===== src/rtl/serial_adder.sv =====
// serial_adder: bit-serial adder/subtractor built from one full-adder slice with a registered carry.
// One operand bit per clock; sum, carry-out and signed overflow are presented with a one-cycle done pulse.
module serial_adder #(
    parameter int WIDTH = 8
) (
    input  logic             clk,
    input  logic             rst,
    input  logic             start,
    input  logic             sub,
    input  logic [WIDTH-1:0] a,
    input  logic [WIDTH-1:0] b,
    output logic             busy,
    output logic             done,
    output logic [WIDTH-1:0] sum,
    output logic             cout,
    output logic             ovf
);
    localparam int CW = $clog2(WIDTH) + 1;

    typedef enum logic [1:0] {IDLE, RUN, DONE} state_t;

    state_t           state_q, state_d;
    logic [WIDTH-1:0] a_q, a_d, b_q, b_d, sum_q, sum_d;
    logic [CW-1:0]    cnt_q, cnt_d;
    logic             c_q, c_d, cout_q, cout_d, ovf_q, ovf_d;
    logic             s, cn;

    always_comb begin
        s       = a_q[0] ^ b_q[0] ^ c_q;
        cn      = (a_q[0] & b_q[0]) | (c_q & (a_q[0] ^ b_q[0]));
        state_d = state_q;
        a_d     = a_q;
        b_d     = b_q;
        sum_d   = sum_q;
        cnt_d   = cnt_q;
        c_d     = c_q;
        cout_d  = cout_q;
        ovf_d   = ovf_q;
        case (state_q)
            IDLE: if (start) begin
                // b is stored pre-inverted for subtract so the slice only ever adds
                state_d = RUN;
                a_d     = a;
                b_d     = b ^ {WIDTH{sub}};
                c_d     = sub;
                cnt_d   = '0;
                sum_d   = '0;
                cout_d  = 1'b0;
                ovf_d   = 1'b0;
            end
            RUN: begin
                a_d   = a_q >> 1;
                b_d   = b_q >> 1;
                c_d   = cn;
                sum_d = {s, sum_q[WIDTH-1:1]};
                cnt_d = cnt_q + CW'(1);
                if (cnt_q == CW'(WIDTH - 1)) begin
                    cout_d  = cn;
                    ovf_d   = c_q ^ cn;
                    state_d = DONE;
                end
            end
            default: state_d = IDLE;
        endcase
    end

    always_ff @(posedge clk or posedge rst) begin
        if (rst) begin
            state_q <= IDLE;
            a_q     <= '0;
            b_q     <= '0;
            sum_q   <= '0;
            cnt_q   <= '0;
            c_q     <= 1'b0;
            cout_q  <= 1'b0;
            ovf_q   <= 1'b0;
        end else begin
            state_q <= state_d;
            a_q     <= a_d;
            b_q     <= b_d;
            sum_q   <= sum_d;
            cnt_q   <= cnt_d;
            c_q     <= c_d;
            cout_q  <= cout_d;
            ovf_q   <= ovf_d;
        end
    end

    assign busy = (state_q == RUN);
    assign done = (state_q == DONE);
    assign sum  = sum_q;
    assign cout = cout_q;
    assign ovf  = ovf_q;
endmodule

===== config.mk =====
export PLATFORM = sky130hd
export DESIGN_NAME = serial_adder
export DESIGN_NICKNAME = d
export VERILOG_FILES = /design/src/rtl/serial_adder.sv
export SDC_FILE = /design/constraint.sdc
export NUM_CORES = 1
export LEC_CHECK = 0
export BUFFER_PORTS_ARGS = -buffer_cell sky130_fd_sc_hd__buf_2
export CORE_UTILIZATION = 40
export CTS_CLUSTER_DIAMETER = 30
export DETAILED_ROUTE_END_ITERATION = 8
export HOLD_SLACK_MARGIN = 0.05
export PLACE_DENSITY = 0.7
export SETUP_SLACK_MARGIN = 0.1
export SLEW_MARGIN = 20
export SYNTH_ARGS = -nofsm -noshare
export SYNTH_HDL_FRONTEND = slang
export SYNTH_SLANG_ARGS = --single-unit

===== constraint.sdc =====
create_clock -name clk -period 1.3 [get_ports clk]
set_input_delay 0.26 -clock clk [delete_from_list [all_inputs] [get_ports clk]]
set_output_delay 0.26 -clock clk [all_outputs]
set_load 0.02 [all_outputs]

==> results.json, run 1 <==
{
  "status": "finished, violations left",
  "violations": "setup timing",
  "fin_util_pct": 59.3,
  "clock_latency_ns": 0.29,
  "cts.clk_slew.worst_paths_ns": 0.07,
  "cts_buffers": 5,
  "antenna_found_initial": 0,
  "synthesis.area_um2": 1560,
  "crit_top_cell": "buf_4",
  "synth_area_leaders": "dfrtp_1 (53%), a22o_1 (6.7%), xnor2_1 (4.5%)",
  "synth_top_cell_by_area": "dfrtp_1",
  "cts_tree": "done",
  "post_drt_wl_per_cell_um": 15.7,
  "multi_input_area_um2": 803,
  "crit_type": "flop to primary output",
  "finalSetupViolCount": 23,
  "fillCellCount": 300,
  "cpLargestDelayFamily": "flip-flops",
  "via_per_inst": 5.38,
  "leakagePower_nw": 1.02,
  "dieArea_um2": 4160,
  "yosysWarningCount": 0,
  "cts_buffer_depth": 2,
  "fin_skew_ns": 0.00635,
  "slew_viol_final": 0,
  "crit_path_top_delay_cell": "dfrtp_2",
  "worstPathMaxFanout": 6,
  "path_cells": "buf_4 -> nor2b_4 -> buf_4",
  "p_total_mw": 5.44,
  "synth-edff-count": 0,
  "syn_inst": 144,
  "synth_nets": 166,
  "grt_pass1_wl_mm": 6.26,
  "dp.cells": 225,
  "grt_usage_pct": 20.2,
  "seq_area_um2": 828,
  "drt-pass1-iter-count": 4,
  "synth.avg_cell_area_um2": 10.9,
  "slowest_delay_ns": 0.43,
  "dpl.hpwl_mm": 2.40,
  "timing.critical_path.buf_inv": 2,
  "yosys.cell_count.top_type": "dfrtp_1",
  "yosysUniqueCellTypes": 30,
  "postCtsHoldBufs": 0,
  "yosys-top-cells-count": "dfrtp_1 (33), a22o_1 (12), nand2_1 (12)",
  "placementRows": 22,
  "io_pins": 32,
  "ant_nets": 0,
  "power_density_nw_per_um2": 2470,
  "maxCapViolations": 0,
  "grt_pass1_vias": 1329,
  "relSlewSlack_pct": 71.5,
  "synth_top_flop_cell": "dfrtp_1",
  "place_ws_ns": -0.0636,
  "hold_class": "input pin to async pin",
  "gp_congestion": 0.876,
  "n_antenna_cell": 0,
  "htree_num_levels": 2,
  "initialDrtViolationCount": 131,
  "setup-tns-final_ns": -0.939,
  "die_height_um": 64.5,
  "worst_pin_slew_ns": 0.427,
  "port_buffers": 31,
  "start_util_pct": 42.1,
  "final.period_utilization_pct": 109,
  "clkSinkCount": 33,
  "fin_cells": 243,
  "rsz0062_at_grt": "yes",
  "ys_async_sr_fraction_pct": 100,
  "via_count": 1308,
  "grt-ovfl-total": 0,
  "netlist.area_leader.share_pct": 52.8,
  "end_kind": "primary output",
  "hold_viol": 0,
  "coreArea_um2": 3720,
  "setup_slack_ns": -0.120,
  "dieWidth_um": 64.5,
  "fin_nets": 216,
  "ys_ff_latch": 33,
  "fmax_mhz": 704,
  "wl_mm": 3.81,
  "areaGrowthSynthToFinish_pct": 41.0,
  "critPathLaunchType": "flop",
  "drive_above_1_share_pct": 47.2,
  "arrival_ns": 1.16,
  "post-route-drc-count": 0,
  "ir_worst_vdd_v": 0.00129,
  "required_ns": 1.04,
  "root_buffer": "clkbuf_8",
  "grt_max_degree": 34,
  "period_needed_ns": 1.42,
  "yosysSeqAreaShare_pct": 52.8
}
## layout make-up
cell class / count / share of cell area (%)
Clock buffer: 7 / 3.92
Inverter: 6 / 1.25
Clock inverter: 1 / 1.36
Tap cell: 48 / 2.73
Sequential cell: 33 / 37.6
Timing Repair Buffer: 53 / 16.7
Multi-Input combinational cell: 95 / 36.5
## sequential cells by signal (all words and copies together) (netlist names)
signal,flops
a_q,8
b_q,8
sum,8
cnt_q,4
state_q,2
c_q,1
cout,1
ovf,1
## cell usage in the layout (no fill, tap or decap), types with 7 or more instances in the layout
cell | synthesis | final
a21oi_1 | 9 | 9
a22o_1 | 12 | 12
buf_2 | 5 | 29
buf_4 | 1 | 16
dfrtp_1 | 33 | 31
nor2b_1 | 9 | 7
o21ai_1 | 0 | 10
xnor2_1 | 8 | 8
## cells by family (layout without fill, tap and decap cells)
family	count (synthesis)	after routing	synth area share, %
simple gates	31	32	10.7
compound gates	51	51	23.3
flops	33	33	52.8
fa+ha+maj	2	2	2.08
mux	1	1	0.721
buf+inv	17	67	5.28
xor+xnor	9	9	5.04
## worst min-delay path: stages
cell and delay [ns]:
buf_2 0.10, inv_1 0.04, buf_4 0.37
## routing by layer
layer	share of wire (%)	up-vias	routed length (um)	global-route usage, %
met3	4.6	6	175	5.99
met4	1.8	0	69	6.67
met2	47	41	1790	33.0
met1	46	640	1770	25.4
met5	0	-	0	0
li1	-	621	-	-
## per-stage QoR
step	hold WS, ns	instance area (um^2)
detailed placement	0.374	1860
CTS	0.0570	2090
finish	0.0522	2200
floorplan	0.389	1620
global route	0.0889	2200
global placement	0.360	1860
## timing repair
item                       in CTS  in global routing
setup endpoints to repair      31                 33
pin swaps                       1                 10
buffers inserted                6                  2
gates cloned                    1                  1
resized for setup              25                 31
## worst paths after layout
check	slack, ns	endpoint	depth (start not counted)	startpoint
min in group clk	0.21	a_q[7]$_DFFE_PP0P_	3	a[7]
max in group asynchronous	0.91	state_q[0]$_DFFE_PP0P_	3	rst
hold / removal	0.05	a_q[2]$_DFFE_PP0P_	3	rst
setup reg to reg	-0.08	cout$_DFFE_PP0P_	5	state_q[1]$_DFFE_PP0P_
hold reg to reg	0.50	sum[0]$_DFFE_PP0P_	1	sum[0]$_DFFE_PP0P_
setup / recovery	-0.12	done	3	state_q[1]$_DFFE_PP0P_
## where the power goes
group          switching, mW  total [mW]  internal, mW
clock                  0.376        1.00         0.625
sequential             0.373        1.82          1.45
combinational           1.30        2.62          1.31
total                   2.05        5.44          3.39
(Power assumes the default switching activity.)
==> run 2: changes to the inputs <==
--- a/config.mk
+++ b/config.mk
@@ -5,12 +5,13 @@
 export SDC_FILE = /design/constraint.sdc
 export NUM_CORES = 1
 export LEC_CHECK = 0
+export ABC_AREA = 1
 export BUFFER_PORTS_ARGS = -buffer_cell sky130_fd_sc_hd__buf_2
 export CORE_UTILIZATION = 40
 export CTS_CLUSTER_DIAMETER = 30
 export DETAILED_ROUTE_END_ITERATION = 8
 export HOLD_SLACK_MARGIN = 0.05
-export PLACE_DENSITY = 0.7
+export PLACE_DENSITY = 0.69
 export SETUP_SLACK_MARGIN = 0.1
 export SLEW_MARGIN = 20
 export SYNTH_ARGS = -nofsm -noshare
==> run 2 against run 1 <==
  * Area after synthesis up 2.2%
  * Sequential power hardly changed
  * Clock skew is 0.0027 ns lower
  * Die area up 2.2%
  * Synthesized cell count rose by 44%
  * The flow now finishes without violations
  * Register-to-register slack improved by 0.15 ns
  * Largest power group unchanged
  * Critical path depth did not move
  * Count of clock-buffer cells in the layout down 2
  * Via count up 7.9%
  * Sequential share of layout area rose by 2.4 points
  * Cell area is 6.1% lower
  * Combinational power down 5%
==> results.json, run 2 <==
{
  "synth_nets": 230,
  "port_buffers": 31,
  "topRoutingLayerUsed": "met4",
  "maxCapViolations": 0,
  "finalSetupViolCount": 0,
  "leakagePower_nw": 1.11,
  "crit_path_top_delay_cell": "dfrtp_1",
  "wl_mm": 3.30,
  "slowest_delay_ns": 0.41,
  "holdWs_ns": 0.0401,
  "drt-met1-wl_mm": 1.53,
  "ff2ff_setup_slack_ns": 0.07,
  "worstPathMaxFanout": 6,
  "rr_endpoint": "ovf$_DFFE_PP0P_",
  "worst_pin_slew_ns": 0.417,
  "placed_cell_area_um2": 1850,
  "timing.critical_path.buf_inv": 2,
  "p_total_mw": 5.07,
  "cts.clk_slew.worst_paths_ns": 0.07,
  "drt-pass1-iter-count": 4,
  "cpLargestDelayFamily": "flip-flops",
  "hold_viol": 0,
  "wl_met3_um": 135,
  "via_count": 1411,
  "synthesis.area_um2": 1600,
  "postLayoutCellArea_um2": 2070,
  "ys_ff_latch": 33,
  "postCtsHoldBufs": 0,
  "grt_max_degree": 34,
  "dieArea_um2": 4250,
  "power_density_nw_per_um2": 2450,
  "ys_async_sr_fraction_pct": 100,
  "gp_congestion": 0.769,
  "arrival_ns": 1.03,
  "synth.avg_cell_area_um2": 7.68,
  "grt_pass1_wl_mm": 5.64,
  "cts_buffer_depth": 2,
  "dieWidth_um": 65.2,
  "antenna_found_initial": 0,
  "root_buffer": "clkbuf_8",
  "post_drt_wl_per_cell_um": 11.0,
  "crit_path_start": "state_q[1]$_DFFE_PP0P_",
  "fmax_mhz": 778,
  "slew_viol_final": 0,
  "rsz0062_at_grt": "yes",
  "ir_worst_vdd_v": 0.00115,
  "regToRegStartpoint": "a_q[0]$_DFFE_PP0P_",
  "areaGrowthSynthToFinish_pct": 29.5,
  "final_cell_mix": "nand2_1 (61), nor2_1 (32), dfrtp_1 (31)",
  "placementRows": 22,
  "initialDrtViolationCount": 93,
  "cts_tree": "done",
  "worstSetupPathDepth": 3,
  "htree_num_levels": 2,
  "yosysSeqAreaShare_pct": 51.7,
  "netlist.area_leader.share_pct": 51.7,
  "synth_top_flop_cell": "dfrtp_1",
  "fin_util_pct": 55.3,
  "wl_met2_mm": 1.53,
  "die_height_um": 65.2,
  "synth-edff-count": 0,
  "end_kind": "primary output",
  "yosys.cell_count.top_type": "nand2_1",
  "status": "finished clean",
  "cts_buffers": 5,
  "synth_top_cell_by_area": "dfrtp_1",
  "start_util_pct": 42.7,
  "clock_latency_ns": 0.29,
  "post-route-drc-count": 0,
  "n_antenna_cell": 0,
  "relSlewSlack_pct": 72.2,
  "fin_skew_ns": 0.00363,
  "final_common_cell": "nand2_1",
  "grt_pass1_vias": 1321,
  "syn_inst": 208,
  "ant_nets": 0,
  "fin_nets": 274,
  "io_pins": 32,
  "yosysWarningCount": 0,
  "rr_worst_depth": 6,
  "crit_type": "flop to primary output",
  "coreArea_um2": 3740,
  "grt-ovfl-total": 0,
  "final.period_utilization_pct": 98.9,
  "path_cells": "inv_2 -> nor2_4 -> buf_6",
  "synth_area_leaders": "dfrtp_1 (52%), nand2_1 (15%), nor2_1 (8.2%)",
  "grt_usage_pct": 17.9,
  "via_per_inst": 4.69,
  "fillCellCount": 366,
  "critPathLaunchType": "flop",
  "cp-endpoint": "done",
  "required_ns": 1.04,
  "clkSinkCount": 33,
  "period_needed_ns": 1.29,
  "dpl.hpwl_mm": 2.17,
  "yosysUniqueCellTypes": 20,
  "hold_class": "input pin to async pin",
  "yosys-top-cells-count": "nand2_1 (64), nor2_1 (35), dfrtp_1 (33)",
  "drive_above_1_share_pct": 28.5
}
run 2: cell types whose count changed in the layout (fill, tap and decap cells not counted), moves of 4 or more:
cell / delta
nand2_1: +55
nor2_1: +31
inv_1: +19
a22o_1: -12
a21oi_1: -8
buf_4: -7
nand3_1: +7
nor2b_1: -7
xnor2_1: -7
a22oi_2: -5
o22ai_1: +4
run 2: worst min path at each step:
stage,end,slack [ns],depth (start not counted)
after floorplan,a_q[0]$_DFFE_PP0P_,0.39,1
after global placement,sum[3]$_DFFE_PP0P_,0.37,3
after detailed placement,sum[3]$_DFFE_PP0P_,0.37,3
after CTS,b_q[2]$_DFFE_PP0P_,0.05,3
after global routing,b_q[2]$_DFFE_PP0P_,0.1,3
final,sum[3]$_DFFE_PP0P_,0.04,3
run 2: report_power, final:
group | switching (mW) | total (mW) | internal (mW)
Clock | 0.392 | 0.760 | 0.369
Sequential | 0.305 | 1.81 | 1.51
Combinational | 1.40 | 2.50 | 1.10
run 2: cell families after synthesis:
group	count (synthesis)	share of synthesized area, %
AND/OR/NAND/NOR	117	29.7
buffers and inverters	33	8.69
flip-flops	33	51.7
AO/OA/AOI/OAI	22	7.36
adder cells (fa/ha/maj)	2	2.04
XOR/XNOR	1	0.548
run 2: area by class of cell:
class                           count  area (um^2)  area share [%]
Timing Repair Buffer               44          307            14.8
Multi-Input combinational cell    142          688            33.3
Tap cell                           48         60.1            2.90
Inverter                           26          100            4.84
Clock inverter                      3         17.5           0.846
Clock buffer                        5         68.8            3.33
Sequential cell                    33          828            40.0
run 2: timing repair:
action                                 CTS  global route
setup endpoints to repair                6            25
pin swaps                                1             1
buffers inserted                         2             4
gates resized for setup                  9            26
endpoints found under the hold margin    0             0
run 2: routing by layer:
layer	vias to the layer above	GRT usage, %
met1	647	21.3
met2	25	28.0
met3	10	5.03
met5	-	0
met4	0	11.7
li1	729	-
run 2: stage by stage:
stage | std cells | TNS (ns) | setup slack [ns]
global route | 301 | -0.0495 | -0.0254
finish | 301 | 0 | 0.0148
global placement | 287 | 0 | 0.0942
CTS | 297 | -0.0124 | -0.0124
detailed placement | 287 | 0 | 0.0786
floorplan | 208 | 0 | 0.154
run 2: worst reg2reg max path: stages, from the launching register on:
cell and delay [ns]:
dfrtp_1 0.41, fa_2 0.43, nand2_1 0.08, inv_1 0.04, nor2_1 0.07, nand4_1 0.08
nand2_1 0.07
==> run 3: changes to the inputs <==
--- a/config.mk
+++ b/config.mk
@@ -12,6 +12,7 @@
 export DETAILED_ROUTE_END_ITERATION = 8
 export HOLD_SLACK_MARGIN = 0.05
 export PLACE_DENSITY = 0.69
+export RECOVER_POWER = 100
 export SETUP_SLACK_MARGIN = 0.1
 export SLEW_MARGIN = 20
 export SYNTH_ARGS = -nofsm -noshare
==> run 3 against run 2 <==
  * Cell count is the same
  * Sequential power is essentially flat
  * Largest power group unchanged
  * Critical path type unchanged
  * Register-to-register slack is essentially flat
  * Routed wire length is the same
  * Sequential share of layout area is essentially flat
  * Total power is essentially flat
  * Via count is the same
  * Utilization shrank 0.067 points
  * Combinational power is essentially flat
==> results.json, run 3 (synthesis gave the netlist of run 2 again) <==
{
  "status": "finished clean",
  "gp_congestion": 0.769,
  "fin_skew_ns": 0.00363,
  "via_per_inst": 4.69,
  "end_kind": "primary output",
  "grt_max_degree": 34,
  "cts_buffer_depth": 2,
  "leakagePower_nw": 1.10,
  "dpl.hpwl_mm": 2.17,
  "final_common_cell": "nand2_1",
  "grt_usage_pct": 17.9,
  "coreArea_um2": 3740,
  "grt_pass1_wl_mm": 5.64,
  "clock_latency_ns": 0.29,
  "postCtsHoldBufs": 0,
  "required_ns": 1.04,
  "slew_viol_final": 0,
  "cts.clk_slew.worst_paths_ns": 0.07,
  "post_drt_wl_per_cell_um": 11.0,
  "initialDrtViolationCount": 89,
  "worst_pin_slew_ns": 0.813,
  "arrival_ns": 1.03,
  "clkSinkCount": 33,
  "root_buffer": "clkbuf_8",
  "placed_cell_area_um2": 1850,
  "via_count": 1411,
  "drive_above_1_share_pct": 28.5,
  "holdWs_ns": 0.189,
  "grt_pass1_vias": 1321,
  "relSlewSlack_pct": 45.8,
  "seq_area_um2": 828,
  "slowest_delay_ns": 0.41,
  "rsz0062_at_grt": "yes",
  "hold_class": "input pin to async pin",
  "period_needed_ns": 1.29,
  "path_cells": "inv_2 -> nor2_4 -> buf_6",
  "critPathLaunchType": "flop",
  "fillCellCount": 367,
  "drt-pass1-iter-count": 4,
  "finalSetupViolCount": 0,
  "n_antenna_cell": 0,
  "postLayoutCellArea_um2": 2070,
  "multi_input_area_um2": 688,
  "maxCapViolations": 0,
  "cts_tree": "done",
  "areaGrowthSynthToFinish_pct": 29.4,
  "crit_path_top_delay_cell": "dfrtp_1",
  "crit_type": "flop to primary output",
  "wl_mm": 3.30,
  "io_pins": 32,
  "dp.cells": 287,
  "antenna_found_initial": 0,
  "htree_num_levels": 2,
  "ant_nets": 0,
  "hold_viol": 0,
  "fin_cells": 301,
  "final.period_utilization_pct": 98.9,
  "p_total_mw": 5.07,
  "worstPathMaxFanout": 6,
  "dieArea_um2": 4250,
  "dieWidth_um": 65.2,
  "port_buffers": 31,
  "fmax_mhz": 778,
  "power_density_nw_per_um2": 2450,
  "final_cell_mix": "nand2_1 (61), nor2_1 (32), dfrtp_1 (31)",
  "cts_buffers": 5,
  "grt-ovfl-total": 0,
  "start_util_pct": 42.7,
  "fin_nets": 274,
  "ir_worst_vdd_v": 0.00115,
  "placementRows": 22,
  "die_height_um": 65.2,
  "post-route-drc-count": 0
}
-- run 3: critical path, delay by kind of cell, from the launching register on --
family,cells,cell delay (ns)
buffers and inverters,2,0.27
DFF,1,0.41
and+or+nand+nor,1,0.04
-- run 3: final timing paths --
path	from	to	slack [ns]	cells after the start
setup / recovery	state_q[1]$_DFFE_PP0P_	done	0.01	3
hold / removal	rst	sum[3]$_DFFE_PP0P_	0.19	3
setup reg to reg	a_q[0]$_DFFE_PP0P_	ovf$_DFFE_PP0P_	0.07	6
hold reg to reg	cout$_DFFE_PP0P_	cout$_DFFE_PP0P_	0.48	2
max in group asynchronous	rst	state_q[0]$_DFFE_PP0P_	0.55	3
min in group clk	a[7]	a_q[7]$_DFFE_PP0P_	0.20	3
-- run 3: cell type report --
| cell class | instances | share of cell area, % |
|---|---|---|
| clock inverters | 3 | 0.847 |
| flip-flops and latches | 33 | 40.1 |
| repair buffers | 44 | 14.7 |
| inverters | 26 | 4.84 |
| multi-input cells | 142 | 33.3 |
| well taps | 48 | 2.91 |
| clock buffers | 5 | 3.33 |
-- run 3: repair_timing --
item	4_1_cts	5_1_grt
pin swaps	1	1
setup endpoints to repair	6	25
resized for setup	9	26
buffers inserted	2	4
-- run 3: routing by layer --
| metal | wire (um) | global-route usage [%] | vias up |
|---|---|---|---|
| li1 | - | - | 729 |
| met1 | 1530 | 21.3 | 647 |
| met2 | 1530 | 28.0 | 25 |
| met3 | 135 | 5.03 | 10 |
| met4 | 101 | 11.7 | 0 |
| met5 | 0 | 0 | - |
-- run 3: through the flow --
stage          setup slack, ns  utilization [%]  setup TNS, ns
4_1_cts                -0.0124             52.8        -0.0124
3_5_place_dp            0.0786             49.5              0
3_3_place_gp            0.0942             49.5              0
5_1_grt                -0.0254             55.2        -0.0495
6_report                0.0148             55.2              0
2_1_floorplan            0.154                -              0
-- run 3: where the power goes --
group / internal (mW) / switching [mW] / leakage [nW] / total, mW
clock network: 0.369 / 0.392 / 0.0439 / 0.760
logic: 1.10 / 1.40 / 0.653 / 2.49
registers: 1.51 / 0.305 / 0.407 / 1.81
total: 2.97 / 2.09 / 1.10 / 5.07
